$ cat config.mk
export PLATFORM = sky130hd
export DESIGN_NAME = uart_rx_buffered_flat
export DESIGN_NICKNAME = d
export VERILOG_FILES = /design/src/rtl/uart_rx_buffered_if.sv /design/src/rtl/uart_rx_buffered.sv /design/src/flat_wrapper.sv
export SDC_FILE = /design/constraint.sdc
export NUM_CORES = 1
export LEC_CHECK = 0
export ABC_CLOCK_PERIOD_IN_PS = 10050
export CAP_MARGIN = 20
export CELL_PAD_IN_SITES_DETAIL_PLACEMENT = 0
export CELL_PAD_IN_SITES_GLOBAL_PLACEMENT = 1
export CORE_UTILIZATION = 55
export DETAILED_ROUTE_END_ITERATION = 12
export PLACE_DENSITY = 0.81
export RECOVER_POWER = 100
export SETUP_SLACK_MARGIN = 0.3
export SYNTH_ARGS = -nofsm -noshare
export SYNTH_HDL_FRONTEND = slang
export SYNTH_SLANG_ARGS = --single-unit
$ cat constraint.sdc
create_clock -name clk -period 10.05 [get_ports clk]
set_input_delay 1.005 -clock clk [delete_from_list [all_inputs] [get_ports clk]]
set_output_delay 1.005 -clock clk [all_outputs]
set_load 0.02 [all_outputs]
$ cat src/rtl/uart_rx_buffered_if.sv
// uart_rx_buffered_if: receive FIFO head, drained by valid/ready.
`timescale 1ns/1ps
interface uart_rx_buffered_if #(
  parameter int DATA_WIDTH = 8
) ();
  logic [DATA_WIDTH-1:0] data;
  logic                  parity_err;
  logic                  frame_err;
  logic                  valid;
  logic                  ready;

  modport master (
    output data, parity_err, frame_err, valid,
    input  ready
  );
  modport slave (
    input  data, parity_err, frame_err, valid,
    output ready
  );
endinterface

$ cat src/rtl/uart_rx_buffered.sv
// uart_rx_buffered: oversampling UART receiver feeding a show-ahead FIFO
// of {frame_err, parity_err, data} entries.
`timescale 1ns/1ps
module uart_rx_buffered #(
  parameter int DATA_WIDTH = 8,
  parameter int BAUD_RATE  = 19200,
  parameter int CLK_FREQ   = 100_000_000,
  parameter int PARITY     = 0,
  parameter int STOP_BITS  = 1,
  parameter int FIFO_DEPTH = 16,
  localparam int CW = $clog2(FIFO_DEPTH + 1)
) (
  input  logic                  clk,
  input  logic                  rstn,
  input  logic                  rx,
  uart_rx_buffered_if.master    rxo,
  output logic [CW-1:0]         count,
  output logic                  overrun,
  input  logic                  clr_overrun
);

  localparam int PW   = CLK_FREQ / BAUD_RATE;
  localparam int HALF = PW / 2;
  localparam int TW   = $clog2(PW + 1);
  localparam int AW   = $clog2(FIFO_DEPTH);
  localparam int EW   = DATA_WIDTH + 2;
  localparam logic ODD = (PARITY == 1);

  typedef enum logic [2:0] {
    IDLE, START, DATA, PAR, STOP
  } state_e;

  logic [1:0]            sync_q, sync_d;
  logic                  rxs;
  state_e                state_q, state_d;
  logic                  armed_q, armed_d;
  logic [TW-1:0]         tmr_q, tmr_d;
  logic [3:0]            bitn_q, bitn_d;
  logic [DATA_WIDTH-1:0] shf_q, shf_d;
  logic                  perr_q, perr_d;
  logic                  ferr_q, ferr_d;
  logic                  push;
  logic                  tick;
  logic [EW-1:0]         pword;

  logic [EW-1:0]         mem_q [FIFO_DEPTH];
  logic [EW-1:0]         mem_d [FIFO_DEPTH];
  logic [AW-1:0]         wp_q, wp_d;
  logic [AW-1:0]         rp_q, rp_d;
  logic [CW-1:0]         fcnt_q, fcnt_d;
  logic                  ovr_q, ovr_d;
  logic                  full, pop, wr;

  assign sync_d = {sync_q[0], rx};
  assign rxs    = sync_q[1];
  assign tick   = (tmr_q == '0);

  always_comb begin
    state_d = state_q;
    armed_d = armed_q;
    tmr_d   = tmr_q;
    bitn_d  = bitn_q;
    shf_d   = shf_q;
    perr_d  = perr_q;
    ferr_d  = ferr_q;
    push    = 1'b0;
    pword   = {ferr_q | ~rxs, perr_q, shf_q};
    if (state_q != IDLE && !tick) tmr_d = tmr_q - 1'b1;
    unique case (state_q)
      IDLE: begin
        if (rxs) begin
          armed_d = 1'b1;
        end else if (armed_q) begin
          armed_d = 1'b0;
          tmr_d   = TW'(HALF - 1);
          state_d = START;
        end
      end
      START: begin
        if (tick) begin
          if (rxs) begin
            armed_d = 1'b1;
            state_d = IDLE;
          end else begin
            tmr_d   = TW'(PW - 1);
            bitn_d  = '0;
            perr_d  = 1'b0;
            ferr_d  = 1'b0;
            state_d = DATA;
          end
        end
      end
      DATA: begin
        if (tick) begin
          shf_d  = {rxs, shf_q[DATA_WIDTH-1:1]};
          tmr_d  = TW'(PW - 1);
          bitn_d = bitn_q + 1'b1;
          if (bitn_q == 4'(DATA_WIDTH - 1)) begin
            bitn_d  = '0;
            state_d = (PARITY != 0) ? PAR : STOP;
          end
        end
      end
      PAR: begin
        if (tick) begin
          perr_d  = ((^shf_q) ^ rxs) != ODD;
          tmr_d   = TW'(PW - 1);
          state_d = STOP;
        end
      end
      STOP: begin
        if (tick) begin
          ferr_d = ferr_q | ~rxs;
          tmr_d  = TW'(PW - 1);
          bitn_d = bitn_q + 1'b1;
          // Re-arming waits for a high line so a break yields one frame
          if (bitn_q == 4'(STOP_BITS - 1)) begin
            push    = 1'b1;
            armed_d = 1'b0;
            state_d = IDLE;
          end
        end
      end
      default: state_d = IDLE;
    endcase
  end

  assign full = (fcnt_q == CW'(FIFO_DEPTH));
  assign pop  = (fcnt_q != '0) && rxo.ready;
  assign wr   = push && (!full || pop);

  always_comb begin
    mem_d  = mem_q;
    wp_d   = wp_q;
    rp_d   = rp_q;
    fcnt_d = fcnt_q;
    ovr_d  = ovr_q;
    if (wr) begin
      mem_d[wp_q] = pword;
      wp_d        = wp_q + 1'b1;
    end
    if (pop) rp_d = rp_q + 1'b1;
    if (wr && !pop) fcnt_d = fcnt_q + CW'(1);
    else if (!wr && pop) fcnt_d = fcnt_q - CW'(1);
    if (push && full && !pop) ovr_d = 1'b1;
    else if (clr_overrun) ovr_d = 1'b0;
  end

  always_ff @(posedge clk or negedge rstn) begin
    if (!rstn) begin
      sync_q  <= 2'b11;
      state_q <= IDLE;
      armed_q <= 1'b0;
      tmr_q   <= '0;
      bitn_q  <= '0;
      shf_q   <= '0;
      perr_q  <= 1'b0;
      ferr_q  <= 1'b0;
      for (int i = 0; i < FIFO_DEPTH; i++) mem_q[i] <= '0;
      wp_q    <= '0;
      rp_q    <= '0;
      fcnt_q  <= '0;
      ovr_q   <= 1'b0;
    end else begin
      sync_q  <= sync_d;
      state_q <= state_d;
      armed_q <= armed_d;
      tmr_q   <= tmr_d;
      bitn_q  <= bitn_d;
      shf_q   <= shf_d;
      perr_q  <= perr_d;
      ferr_q  <= ferr_d;
      mem_q   <= mem_d;
      wp_q    <= wp_d;
      rp_q    <= rp_d;
      fcnt_q  <= fcnt_d;
      ovr_q   <= ovr_d;
    end
  end

  // Head is read straight from storage: it only moves on pop or fill-from-empty
  assign rxo.data       = mem_q[rp_q][DATA_WIDTH-1:0];
  assign rxo.parity_err = mem_q[rp_q][DATA_WIDTH];
  assign rxo.frame_err  = mem_q[rp_q][DATA_WIDTH+1];
  assign rxo.valid      = (fcnt_q != '0);
  assign count          = fcnt_q;
  assign overrun        = ovr_q;

endmodule

$ cat src/flat_wrapper.sv
// flat-port wrapper written by rule: the top's interface ports become plain ports
module uart_rx_buffered_flat 
#(
  parameter int DATA_WIDTH = 8,
  parameter int BAUD_RATE  = 19200,
  parameter int CLK_FREQ   = 100_000_000,
  parameter int PARITY     = 0,
  parameter int STOP_BITS  = 1,
  parameter int FIFO_DEPTH = 16,
  localparam int CW = $clog2(FIFO_DEPTH + 1)
)
  (clk, rstn, rx, count, overrun, clr_overrun, rxo_data, rxo_parity_err, rxo_frame_err, rxo_valid, rxo_ready);
  uart_rx_buffered_if #(.DATA_WIDTH(DATA_WIDTH)) rxo_i ();
  input  logic clk;
  input  logic rstn;
  input  logic rx;
  output logic [CW-1:0] count;
  output logic overrun;
  input  logic clr_overrun;
  output wire logic [$bits(rxo_i.data)-1:0] rxo_data;
  output wire logic [$bits(rxo_i.parity_err)-1:0] rxo_parity_err;
  output wire logic [$bits(rxo_i.frame_err)-1:0] rxo_frame_err;
  output wire logic [$bits(rxo_i.valid)-1:0] rxo_valid;
  input wire logic [$bits(rxo_i.ready)-1:0] rxo_ready;
  assign rxo_data = rxo_i.data;
  assign rxo_parity_err = rxo_i.parity_err;
  assign rxo_frame_err = rxo_i.frame_err;
  assign rxo_valid = rxo_i.valid;
  assign rxo_i.ready = rxo_ready;
  uart_rx_buffered #(.DATA_WIDTH(DATA_WIDTH), .BAUD_RATE(BAUD_RATE), .CLK_FREQ(CLK_FREQ), .PARITY(PARITY), .STOP_BITS(STOP_BITS), .FIFO_DEPTH(FIFO_DEPTH)) u_core (.clk(clk), .rstn(rstn), .rx(rx), .rxo(rxo_i), .count(count), .overrun(overrun), .clr_overrun(clr_overrun));
endmodule
Word level (Yosys, flattened, before mapping)
Index checks and enable logic that the tools add are counted.
W data, S select, Z words.
{"block": "totals", "elab_cells": 138, "register_bits": 207, "inputBits": 5}
{"block": "op_classes", "order_cmp": 3, "add_sub_neg": 6, "eq_ne": 16, "n_reduce_logical": 32, "bitwise_logic": 5, "muxes": 48}
{"op": "$bwmux W160", "n": 1}
{"op": "$mux W13", "n": 6}
{"op": "$bmux W10 S4", "n": 1}
{"op": "$demux W10 S4", "n": 1}
{"op": "$pmux W13 S3", "n": 1}
{"op": "$mux W10", "n": 3}
{"op": "$mux W3", "n": 8}
{"op": "$mux W4", "n": 5}
{"op": "$ne A2 B1 Y1 const B", "n": 8}
{"op": "$pmux W3 S5", "n": 1}
{"op": "$mux W1", "n": 14}
{"op": "$logic_not A13 Y1", "n": 1}
{"op": "$sub A13 B1 Y13 const B", "n": 1}
{"op": "$add A4 B1 Y4 const B", "n": 3}
{"op": "$pmux W4 S3", "n": 1}
{"op": "$ge A5 B5 Y1 const B", "n": 2}
{"op": "$mux W5", "n": 2}
{"op": "$not A4 Y5", "n": 2}
{"op": "$reduce_and A5 Y1", "n": 2}
{"op": "$reduce_bool A3 Y1", "n": 3}
{"op": "$logic_and A1 B1 Y1", "n": 8}
{"op": "$reduce_and A4 Y1", "n": 2}
{"op": "$reduce_and A8 Y1", "n": 1}
{"op": "$reduce_bool A2 Y1", "n": 4}
{"op": "other kinds (23)", "n": 29}

Longest topological paths before layout
{"block": "logic_depth", "depth_word": 9, "depth_mapped": 14, "ltp_nobuf": 13}

Worst setup path after synthesis
OpenSTA, ideal clock, no wires.
{"block": "synth_timing", "path_type": "register to register", "startpoint": "register u_core.tmr_q[7]", "endpoint": "register u_core.fcnt_q[4], in the netlist u_core.count[4]", "path_slack_ns": 6.625, "synth_period_minus_slack_ns": 3.425, "path_buffers": 2, "arrival_time_ns": 3.345, "stages_incl_launch_ff": 14, "cell_sequence": "dfrtp_1 -> or4_1 -> clkbuf_1 -> nor4_2 -> and2_0 -> clkbuf_1 -> ha_1 -> inv_1 -> ha_1 -> nor2b_1 -> o21a_1 -> or3_1 -> a21oi_1 -> xor2_1"}
{"block": "synth_between", "elab_chain_cells": 7}
{"element": "start: declaration", "line_no": "uart_rx_buffered.sv:37", "source": "logic [TW-1:0] tmr_q, tmr_d;"}
{"element": "start signal: assignment", "line_no": "uart_rx_buffered.sv:168", "source": "tmr_q <= tmr_d;"}
{"element": "$logic_not A13 Y1 (*)", "line_no": "uart_rx_buffered.sv:56", "source": "assign tick = (tmr_q == '0);"}
{"element": "$mux W1 (*)", "line_no": "uart_rx_buffered.sv:112", "source": "if (tick) begin"}
{"element": "$mux W1 (*)", "line_no": "uart_rx_buffered.sv:69", "source": "unique case (state_q)"}
{"element": "$logic_and A1 B1 Y1 (*)", "line_no": "uart_rx_buffered.sv:130", "source": "assign wr = push && (!full || pop);"}
{"element": "net u_core.wr", "line_no": "uart_rx_buffered.sv:52", "source": "logic full, pop, wr;"}
{"element": "$logic_not A1 Y1", "line_no": "uart_rx_buffered.sv:144", "source": "else if (!wr && pop) fcnt_d = fcnt_q - CW'(1);"}
{"element": "$logic_and A1 B1 Y1", "line_no": "uart_rx_buffered.sv:144"}
{"element": "$reduce_bool A2 Y1 (no line)"}
{"element": "end signal: assignment", "line_no": "uart_rx_buffered.sv:176", "source": "fcnt_q <= fcnt_d;"}
{"element": "end: declaration", "line_no": "uart_rx_buffered.sv:50", "source": "logic [CW-1:0] fcnt_q, fcnt_d;"}
The timed path passes the listed nets; every way through them passes the cells marked *.
A chain may end at the register's enable or synchronous reset.

Worst setup path after layout
{"block": "layout_timing", "startpoint": "register u_core.rp_q[0]", "endpoint": "output rxo_data[4]"}
{"block": "layout_between", "elab_chain_cells": 4}
{"element": "start: declaration", "line_no": "uart_rx_buffered.sv:49", "source": "logic [AW-1:0] rp_q, rp_d;"}
{"element": "start signal: assignment", "line_no": "uart_rx_buffered.sv:175", "source": "rp_q <= rp_d;"}
{"element": "$not A4 Y5 (implied by the code)", "line_no": "uart_rx_buffered.sv:182", "source": "assign rxo.data = mem_q[rp_q][DATA_WIDTH-1:0];"}
{"element": "$bmux W10 S4", "line_no": "uart_rx_buffered.sv:182"}
{"element": "$mux W10 (2 in series)"}
{"element": "end: declaration", "line_no": "flat_wrapper.sv:20", "source": "output wire logic [$bits(rxo_i.data)-1:0] rxo_data;"}
Every way passes these cells. The select of a mux whose other input is x is not followed.

==> results.yml <==
outcome:
  outcome: "finished with violations"
  violations: "capacitance limit, slew limit"
cts:
  cts_made_buffers: 23
  cts_resized: 0
  cts.clk_slew.worst_paths_ns: 0.06
  cts_tree: "built"
  post_cts_buffers: 0
  numClockSinks: 207
  insertion_delay_ns: 0.49
  htreeDepth: 1
  clk_path_buf_depth: 3
  ctsHoldBuffers: 0
  cts_root_buf: "clkbuf_16"
sta:
  setup_tns_ns: 0
  fmax_mhz: 155.6
  clock_skew_ns: 0.01073
  setup_viol_count_final: 0
  fin_hold_ws_ns: 0.3670
  worstMarginPinSlew_ns: 4.799
  rsz0062_at_grt: "false"
  drv_slew: 239
  hold_violations: 0
  slew_headroom_pct: -219.9
  fin_crit_ns: 6.429
  fin_ws_ns: 3.621
  min_period_over_period_pct: 63.97
floorplan:
  io_pins: 22
  row_count: 48
  initial_core_util_pct: 56.43
  die_height_um: 135.2
  die-area_um2: 18280
  core_um2: 17300
  die_w_um: 135.2
critical_path:
  crit_arrival_ns: 5.42
  path_max_fanout: 38
  reg2reg_slack_ns: 5.63
  worstSetupStartpointType: "register"
  cp-end-kind: "output pin"
  critical_path_class: "register to output pin"
  cp_data_required_time_ns: 9.05
routing:
  routed_via_density: 6.031
  post_drt_wl_per_cell_um: 22.12
  drt-total-wl_um: 20490
  dr.pass1.iters: 4
  drtIter0Drc: 290
  drc: 0
  ant_nets: 0
  route.vias.total: 5585
synth:
  yosys-top-cells-area: "dfrtp_1 (53%), mux2_2 (16%), mux4_2 (12%), mux2_1 (3.8%), xnor2_1 (2.2%)"
  synth_largest_area_cell: "dfrtp_1"
  yosysMostFrequentCell: "dfrtp_1"
  yosysWarnings: 0
  syn_nets: 699
  synth_edf_count: 0
  syn_inst: 679
  syn-cell-area_um2: 9761
  synth_commonest_cells: "dfrtp_1 (205), mux2_2 (135), mux4_2 (50), mux2_1 (33), clkbuf_1 (27)"
  synth.distinct_cells: 44
  synthFlopType: "dfrtp_1"
  synth_area_per_cell_um2: 14.37
  ys_seq_area_share_pct: 53.10
  synth.top_cell.area_share_pct: 52.56
  ys_async_sr_fraction_pct: 100.0
  synth_seq_cells: 207
final_layout:
  layout.nets: 708
  area_delta_synth_final_pct: 10.42
  fin_area_um2: 10780
  drive_gt1_share_pct: 32.10
  diodes: 0
global_routing:
  grt_max_degree: 90
  overflow: 0
  grt_pass1_vias: 6121
  grt_pass1_wl_um: 33620
  antenna_found_initial: 0
  grtUsageTotal_pct: 24.26
power:
  switching_share_pct: 28.13
  p_sw_mw: 0.6061
  seqPwrFrac_pct: 45.0
  total_power_mw: 2.155
  ir_drop_v: 0.0001666
  p_per_area_nw_per_um2: 199.9
  p_leak_nw: 5.041
  p_int_mw: 1.549
  p_clk_share_pct: 37.7
  combPwrFrac_pct: 17.4
hold_path:
  hp-class: "register to register"
placement:
  gp_congestion: 0.7380
  dpl_cell_area_um2: 10140
  portBuffers: 21
  dpl_worst_slack_ns: 5.983
  hpwlAfterDp_um: 12430
job:
  drv_cap: 13
## stage by stage
stage                     cells  util (%)
after global routing        926     62.31
after CTS                   926     62.85
after floorplan             679         -
after detailed placement    888     58.62
after global placement      888     58.62
final                       926     62.31
## cell type report
class,instances,area (um2)
Clock buffer,33,683.2
Clock inverter,5,50.05
Fill cell,1278,6519
Inverter,14,52.55
Multi-Input combinational cell,416,4293
Sequential cell,207,5184
Tap cell,225,281.5
Timing Repair Buffer,26,234.0
## state kept, by name (all words and copies together), names as in the netlist
| register | flops |
|---|---|
| u_core.ferr_q | 1 |
| u_core.state_q | 3 |
| u_core.shf_q | 8 |
| u_core.perr_q | 1 |
| u_core.overrun | 1 |
| u_core.mem_q | 160 |
| u_core.count | 5 |
| u_core.bitn_q | 4 |
| u_core.sync_q | 2 |
| u_core.armed_q | 1 |
| u_core.tmr_q | 13 |
| u_core.wp_q | 4 |
| u_core.rp_q | 4 |
## power groups by stage
stage,Combinational (mW),Clock (mW),Sequential [mW]
after global routing,0.416,0.864,0.980
after global placement,0.374,0,0.983
after detailed placement,0.381,0,0.984
after floorplan,0.299,0,0.943
after CTS,0.384,0.828,0.970
final,0.375,0.811,0.969
## cell families (layout without fill, tap and decap cells)
family          after synthesis  in the layout  synth area share (%)
mux                         218            218                 30.92
compound gates               39             39                 2.308
simple gates                116            116                 7.012
xor+xnor                     28             28                 2.513
flops                       207            207                 53.10
buf+inv                      56             78                 2.154
fa+ha+maj                    15             15                 2.000
## final timing paths
check,startpoint,to,cells after the start
max,u_core.rp_q[0],rxo_data[4],4
min,u_core.sync_q[0],u_core.sync_q[1],0
max reg2reg,u_core.bitn_q[0],u_core.mem_q[131],7
min reg2reg,u_core.sync_q[0],u_core.sync_q[1],0
max in group asynchronous,rstn,u_core.mem_q[54],2
min in group asynchronous,rstn,u_core.mem_q[150],1
## placed cells by master, fill, tap and decap left out, drive strengths merged, types with 4 or more instances in the layout
cell type and n:
xnor2 25, mux4 50, ha 14, clkbuf 36
nand4 7, clkinv 4, mux2 168, dfrtp 205
nand3 10, nor4 5, o21ai 21, a21oi 9
dlygate4sd3 17, nor3 11, nand2b 12, nor2 22
nand2 25, or3 7, inv 14
## worst max-delay path, cell delays in order, from the launching register on
cell and delay, ns:
dfrtp_1 0.54, clkbuf_1 2.39, mux4_2 0.74, mux4_2 0.50, dlygate4sd3_1 0.67
## metal layers
metal,part of all wire (%),vias to the layer above,GRT usage [%],wire [um]
met1,46,2962,34.73,9368
li1,-,2499,-,-
met2,48,86,38.52,9899
met4,2.6,0,7.990,537
met3,3.3,38,3.367,679
met5,0,-,0,0
(Power assumes the default switching activity.)
